==> config.mk <==
export PLATFORM = sky130hd
export DESIGN_NAME = wb_grf
export DESIGN_NICKNAME = d
export VERILOG_FILES = /design/src/rtl/wb_grf_pkg.sv /design/src/rtl/grf_read_port.sv /design/src/rtl/wb_grf.sv
export SDC_FILE = /design/constraint.sdc
export NUM_CORES = 2
export LEC_CHECK = 0
export ABC_AREA = 1
export CORE_UTILIZATION = 40
export CTS_BUF_LIST = sky130_fd_sc_hd__clkbuf_16
export DETAILED_ROUTE_END_ITERATION = 12
export SLEW_MARGIN = 20
export SYNTH_ARGS = -nofsm -noshare
export SYNTH_HDL_FRONTEND = slang
export SYNTH_SLANG_ARGS = --single-unit
==> constraint.sdc <==
create_clock -name clk -period 139.4 [get_ports clk]
set_input_delay 27.88 -clock clk [delete_from_list [all_inputs] [get_ports clk]]
set_output_delay 27.88 -clock clk [all_outputs]
set_load 0.1 [all_outputs]
==> src/rtl/wb_grf_pkg.sv <==
// Shared constants, write-back bundle type and instruction field helpers for the GRF.
// Decode uses the rs/rt/rd helpers so ra1/ra2 are always sliced the same way.
package wb_grf_pkg;

  localparam int unsigned NREG = 32;
  localparam int unsigned DW   = 32;
  localparam int unsigned AW   = 5;
  localparam int unsigned PCW  = 32;
  localparam int unsigned CW   = 32;

  localparam logic [AW-1:0] GRF_ZERO = AW'(0);

  // Registered MEM/WB payload as seen by the write-back end
  typedef struct packed {
    logic [PCW-1:0] pc;
    logic [AW-1:0]  wa;
    logic [DW-1:0]  wd;
    logic           regwrite;
  } wb_bundle_t;

  function automatic logic [AW-1:0] instr_rs(input logic [31:0] instr);
    return instr[25:21];
  endfunction

  function automatic logic [AW-1:0] instr_rt(input logic [31:0] instr);
    return instr[20:16];
  endfunction

  function automatic logic [AW-1:0] instr_rd(input logic [31:0] instr);
    return instr[15:11];
  endfunction

endpackage

==> src/rtl/grf_read_port.sv <==
// One GRF read port: reset/zero-register mask, then write-back bypass, then storage.
module grf_read_port
  import wb_grf_pkg::*;
(
  input  logic          reset,
  input  logic [AW-1:0] ra,
  input  logic          wb_regwrite,
  input  logic [AW-1:0] wb_wa,
  input  logic [DW-1:0] wb_wd,
  input  logic [DW-1:0] store_data,
  output logic [DW-1:0] rd_c
);

  always_comb begin
    rd_c = '0;
    if (reset || ra == GRF_ZERO) begin
      rd_c = '0;
    end else if (wb_regwrite && wb_wa == ra) begin
      rd_c = wb_wd;
    end else begin
      rd_c = store_data;
    end
  end

endmodule

==> src/rtl/wb_grf.sv <==
// Write-back general-purpose register file: 32x32 storage, two bypassed read ports,
// retired-write counter. Define GRF_TRACE_EN for a simulation trace of each write-back.
module wb_grf
  import wb_grf_pkg::*;
(
  input  logic           clk,
  input  logic           reset,
  input  logic [PCW-1:0] wb_pc,
  input  logic [AW-1:0]  wb_wa,
  input  logic [DW-1:0]  wb_wd,
  input  logic           wb_regwrite,
  input  logic [AW-1:0]  ra1,
  input  logic [AW-1:0]  ra2,
  output logic [DW-1:0]  rd1,
  output logic [DW-1:0]  rd2,
  output logic [CW-1:0]  wr_count
);

  wb_bundle_t     wb;
  logic           wr_eff_c;
  logic [DW-1:0]  regs [NREG];
  logic [CW-1:0]  cnt_q;

  assign wb = '{pc: wb_pc, wa: wb_wa, wd: wb_wd, regwrite: wb_regwrite};

  // Writes to $0 are dropped and not counted
  assign wr_eff_c = wb.regwrite && (wb.wa != GRF_ZERO);

  always_ff @(posedge clk or posedge reset) begin
    if (reset) begin
      for (int i = 0; i < int'(NREG); i++) begin
        regs[i] <= '0;
      end
    end else if (wr_eff_c) begin
      regs[wb.wa] <= wb.wd;
    end
  end

  always_ff @(posedge clk or posedge reset) begin
    if (reset) begin
      cnt_q <= '0;
    end else if (wr_eff_c) begin
      cnt_q <= cnt_q + CW'(1);
    end
  end

  assign wr_count = cnt_q;

  grf_read_port u_port1 (
    .reset       (reset),
    .ra          (ra1),
    .wb_regwrite (wb.regwrite),
    .wb_wa       (wb.wa),
    .wb_wd       (wb.wd),
    .store_data  (regs[ra1]),
    .rd_c        (rd1)
  );

  grf_read_port u_port2 (
    .reset       (reset),
    .ra          (ra2),
    .wb_regwrite (wb.regwrite),
    .wb_wa       (wb.wa),
    .wb_wd       (wb.wd),
    .store_data  (regs[ra2]),
    .rd_c        (rd2)
  );

`ifdef GRF_TRACE_EN
  // Trace every requested write-back, including ones aimed at $0
  always @(posedge clk) begin
    if (!reset && wb.regwrite) begin
      $display("%d@%h: $%d <= %h", $time, wb.pc, wb.wa, wb.wd);
    end
  end
`else
  logic unused_pc;
  assign unused_pc = ^wb.pc;
`endif

endmodule

# After elaboration in Yosys (flattened, before gate mapping)
# Cells that the tools add are included.
dict set report totals {
  regBits 1056
  output_inout_bits 96
  in_bits 82
  word_cells 65
}
dict set report classes {
  muxes 13
  magnitude_cmp 4
  n_reduce_logical 9
  n_eq_ne 2
  n_bitwise 3
  n_addsub 1
}
# op count
set op_table {}
lappend op_table {{bitwise mux 1024 bit} 1}
lappend op_table {{binary-select mux 32 bit (select 5 bit)} 2}
lappend op_table {{two-way mux 32 bit} 9}
lappend op_table {{demux 32 bit (select 5 bit)} 1}
lappend op_table {{adder 32 x 1 -> 32 bit, second input constant} 1}
lappend op_table {{greater-or-equal comparator 6 bit, second input constant} 3}
lappend op_table {{inverter 5 -> 6 bit} 3}
lappend op_table {{== test 5 bit} 2}
lappend op_table {{zero test 5 bit} 2}
lappend op_table {{< comparator 6 x 1 -> 1 bit, second input constant} 1}
lappend op_table {{nonzero test 5 bit} 1}
lappend op_table {{logical AND 1 bit} 4}
lappend op_table {{logical OR 1 bit} 2}

# Longest topological paths before layout
dict set report logic_depth {
  word_depth 6
  mapped_depth 12
  ltp_nobuf 10
}

# By module
# Synthesis repeated with hierarchy kept, for this count alone.
dict set report unflattened {
  hier_cells 8929
  hier_area_um2 59731.0
}
# module instances seq_area_each_um2 area_each_um2 cells_per_inst
set by_module_without_submodules {}
lappend by_module_without_submodules {wb_grf 1 26425.3 58114.5 8527}
lappend by_module_without_submodules {grf_read_port 2 0.0 808.3 201}

# Worst setup path before layout
# No wires, ideal clock.
dict set report synth_path {
  path_type {input-to-output}
  from {input reset}
  to {output rd2[10]}
  t_arrival_ps 56700
  required_time_ps 111520
  slack_ps 54820
  path_buffers 0
  stages 3
  cell_sequence {inv_1 nand2_1 a21oi_1}
}
dict set report synth_between {
  elab_chain_len 2
}
# item line_no
set synth_lines {}
lappend synth_lines {{from (decl)} wb_grf.sv:7} ;# input logic reset,
lappend synth_lines {{logical OR 1 bit} grf_read_port.sv:16} ;# if (reset || ra == GRF_ZERO) begin
lappend synth_lines {{two-way mux 32 bit} grf_read_port.sv:16}
lappend synth_lines {{to (decl)} wb_grf.sv:15} ;# output logic [DW-1:0] rd2,
# No other way between the ends.

# Worst setup path after layout
dict set report layout_path {
  from {input ra1[1]}
  to {output rd1[27]}
}
dict set report layout_between {
  elab_chain_len 6
  elab_cells_between_ends 10
  classes_between {eq/ne: 1; mux: 5; bitwise: 1; reduce/logical: 3}
}
# item line_no
set layout_lines {}
lappend layout_lines {{from (decl)} wb_grf.sv:12} ;# input logic [AW-1:0] ra1,
lappend layout_lines {{inverter 5 -> 6 bit (not written as such)} wb_grf.sv:55} ;# .store_data (regs[ra1]),
lappend layout_lines {{binary-select mux 32 bit (select 5 bit)} wb_grf.sv:55}
lappend layout_lines {{two-way mux 32 bit (not written as such) (2 in a row)} wb_grf.sv:55}
lappend layout_lines {{two-way mux 32 bit} grf_read_port.sv:18} ;# end else if (wb_regwrite && wb_wa == ra) begin
lappend layout_lines {{two-way mux 32 bit (*)} grf_read_port.sv:16}
lappend layout_lines {{to (decl)} wb_grf.sv:14} ;# output logic [DW-1:0] rd1,
# Mark *: on every way between the ends. The rest lies on a longest branch, timed or not. The select of a mux whose other input is x is not followed.

==> flow_metrics.py <==
metrics = {
    "run_status": {
        "outcome": "completed",
    },
    "timing": {
        "fin_worst_skew_ns": 0.00306,
        "worst_slew_pin_slew_ns": 1.20,
        "setup_viol": 0,
        "slew_viol_final": 0,
        "rsz0062_at_grt": "no",
        "hold_viol_final": 0,
        "finalCriticalPeriod_ns": 61.75,
        "slew_headroom_pct": 20.2,
        "fin_crit_sh_pct": 44.3,
        "holdWs_ns": 0.377,
        "setup_tns_ns": 0,
        "fmax_mhz": 16.2,
    },
    "global_route": {
        "gr-total-overflow": 0,
        "grt_antenna_before_repair": 21,
        "grt_pass1_wl_mm": 346,
        "grtUsageTotal_pct": 30.3,
        "grt_pass1_vias": 53600,
        "grt_max_degree": 208,
    },
    "layout": {
        "stdcell_count": 10200,
        "fin_nets": 8298,
        "final_layout_size_suffix_gt1_share_pct": 4.38,
        "design_area_sq_um": 64900,
        "area_growth_pct": 9.36,
        "fill_cells": 15000,
    },
    "logic_synthesis": {
        "yosysTopAreaCellShare_pct": 44.5,
        "synth-edff-count": 0,
        "synth-seq-cells": 1056,
        "yosysWarnings": 0,
        "netlist_top_cells_area": "dfrtp_1 (45%), nand2_1 (19%), nand3_1 (7.6%), o21ai_0 (7.0%), a21oi_1 (3.4%)",
        "ys_types": 33,
        "avgSynthCellArea_sq_um": 6.91,
        "yosysSeqAreaShare_pct": 44.5,
        "synthFlopType": "dfrtp_1",
        "postSynthCellCount": 8586,
        "yosysTopAreaCell": "dfrtp_1",
        "synth_commonest_cells": "nand2_1 (3009), dfrtp_1 (1056), nand3_1 (899), o21ai_0 (829), inv_1 (532)",
        "synth_area_sq_um": 59400,
        "syn-num-nets": 8669,
        "synth.most_common_cell": "nand2_1",
        "async_flop_share_pct": 100,
    },
    "pwr": {
        "sw_frac_of_total_pct": 33.8,
        "static-leakage-power_nw": 30.2,
        "finalPower_mw": 0.896,
        "p_sw_mw": 0.303,
        "power_frac_comb_pct": 21.9,
        "pwr-share-seq_pct": 44.6,
        "p_per_area_nw_per_um2": 13.8,
        "power.internal_mw": 0.593,
        "p_clk_share_pct": 33.4,
        "irDropWorstVdd_mv": 0.00920,
    },
    "placed_design": {
        "io_buffers": 145,
        "place.gp.congestion": 0.841,
        "place_inst": 10000,
        "hpwlAfterDp_mm": 121,
        "post_dp_cell_area_sq_um": 61300,
    },
    "worst_setup_path": {
        "crit_required_ns": 111.52,
        "path_max_fanout": 62,
        "arrival_ns": 33.87,
        "end_kind": "primary output",
        "path_class": "input pin to primary output",
        "start_kind": "input pin",
    },
    "clock_network": {
        "cts_root_buffer": "clkbuf_16",
        "numCtsBuffers": 118,
        "tritoncts": "yes",
        "clkTransAtPathRegs_ns": 0.06,
        "cts_setup_buffers": 0,
        "cts_resized": 0,
        "cts.sinks": 1056,
        "worstSkewPairLatency_ns": 0.74,
        "cts_hold_buf": 0,
        "h-tree-depth": 3,
        "cts_buffer_depth": 3,
    },
    "floorplan": {
        "start_util_pct": 40.5,
        "rows": 140,
        "die-width_microns": 387,
        "design.portCount": 178,
        "coreArea_sq_um": 146000,
        "die_h_microns": 387,
        "die_area_sq_um": 150000,
    },
    "route": {
        "via_per_inst": 5.68,
        "vias": 58100,
        "routed_wl_mm": 232,
        "postRouteAntennaNets": 0,
        "avgRoutedWirePerCell_microns": 22.6,
        "drc": 0,
        "drt_iter0_markers": 7243,
        "dr.pass1.iters": 8,
    },
    "worst_hold_path": {
        "holdCritPathClass": "register to register",
    },
    "flow_run": {
        "maxCapViolCount": 0,
    },
}
-- cells by family (layout without fill, tap and decap cells) --
| logic type | count (synthesis) | in the layout | share of synthesized area [%] |
|---|---|---|---|
| fa+ha+maj | 1 | 1 | 0.0211 |
| other cells | 0 | 7 | 0 |
| buf+inv | 1270 | 991 | 8.29 |
| xor+xnor | 27 | 27 | 0.398 |
| compound gates | 1839 | 1839 | 16.4 |
| simple gates | 4393 | 4393 | 30.4 |
| flops | 1056 | 1056 | 44.5 |
-- layout make-up --
cell class	count	area [sq um]	area share, %
inverters	548	2100	3.23
multi-input cells	6260	28200	43.5
clock buffers	121	3030	4.66
flip-flops and latches	1056	26400	40.7
clock inverters	91	561	0.864
diodes	7	17.5	0.0270
well taps	1917	2400	3.70
repair buffers	231	2170	3.34
-- flip-flops by register name (all words and copies together), names as in the netlist --
register / count
regs: 1024
wr_count: 32
-- cell usage in the layout, fill, tap and decap left out, types with 2 or more instances in the layout --
cell type	n
inv_6	2
clkdlybuf4s50_1	135
o21ai_1	390
nand3b_1	2
inv_1	555
nand2_4	25
clkinv_8	2
nand3_1	897
o21ai_0	829
o22ai_1	8
a21oi_1	403
xnor2_1	11
clkinvlp_4	2
buf_2	2
inv_4	5
inv_2	8
nand3_4	2
bufinv_16	6
buf_8	3
nand4_1	10
nor3_1	13
buf_12	5
xor2_1	16
diode_2	7
nor3_2	3
clkbuf_16	121
nor3_4	8
nand2_1	2993
dfrtp_1	1056
o211ai_1	209
clkinv_1	35
buf_4	82
nor2_4	8
nor4_1	2
or2_2	49
clkinv_2	21
nor2_1	376
buf_6	3
inv_8	3
-- power groups by stage --
| stage | Clock [mW] | Sequential (mW) | Combinational, mW |
|---|---|---|---|
| after detailed placement | 0 | 0.403 | 0.195 |
| after global placement | 0 | 0.402 | 0.191 |
| after floorplan | 0 | 0.406 | 0.140 |
| final | 0.300 | 0.400 | 0.197 |
| after global routing | 0.315 | 0.407 | 0.222 |
| after CTS | 0.303 | 0.399 | 0.195 |
-- layer usage --
| metal | vias to the layer above | GRT usage [%] | routed length, microns |
|---|---|---|---|
| met5 | - | 0 | 114 |
| met4 | 18 | 12.0 | 9330 |
| met3 | 518 | 6.15 | 23400 |
| met2 | 2868 | 46.3 | 101000 |
| met1 | 27600 | 41.8 | 98000 |
| li1 | 27100 | - | - |
-- final timing paths --
path	cells after the start	startpoint	slack [ns]	endpoint
setup / recovery	15	ra1[1]	77.65	rd1[27]
hold / removal	0	regs[1009]$_DFFE_PP0P_	0.38	regs[1009]$_DFFE_PP0P_
setup reg to reg	9	wr_count[0]$_DFFE_PP0P_	137.61	wr_count[26]$_DFFE_PP0P_
hold reg to reg	0	regs[1009]$_DFFE_PP0P_	0.38	regs[1009]$_DFFE_PP0P_
max in group asynchronous	6	reset	108.44	regs[482]$_DFFE_PP0P_
min in group asynchronous	2	reset	27.65	wr_count[19]$_DFFE_PP0P_
-- through the flow --
| step | util [%] | worst slack (ns) |
|---|---|---|
| after floorplan | - | 54.82 |
| after global placement | 41.9 | 77.87 |
| after detailed placement | 41.9 | 77.89 |
| after CTS | 44.3 | 77.88 |
| after global routing | 44.3 | 77.59 |
| final | 44.3 | 77.65 |
-- worst max-delay path, cell delays in order --
cell and delay [ns]:
buf_8 0.35, clkinv_2 0.67, buf_4 0.49, buf_4 0.37
nor2_4 0.13, buf_4 0.88, buf_4 0.96, nand2_1 0.10
nor2_1 0.14, nor2_1 0.06, nand2_1 0.06, nand3_1 0.09
nand3_1 0.16, a21oi_1 0.32, clkdlybuf4s50_1 1.09
Power figures use the tool's default switching activity.
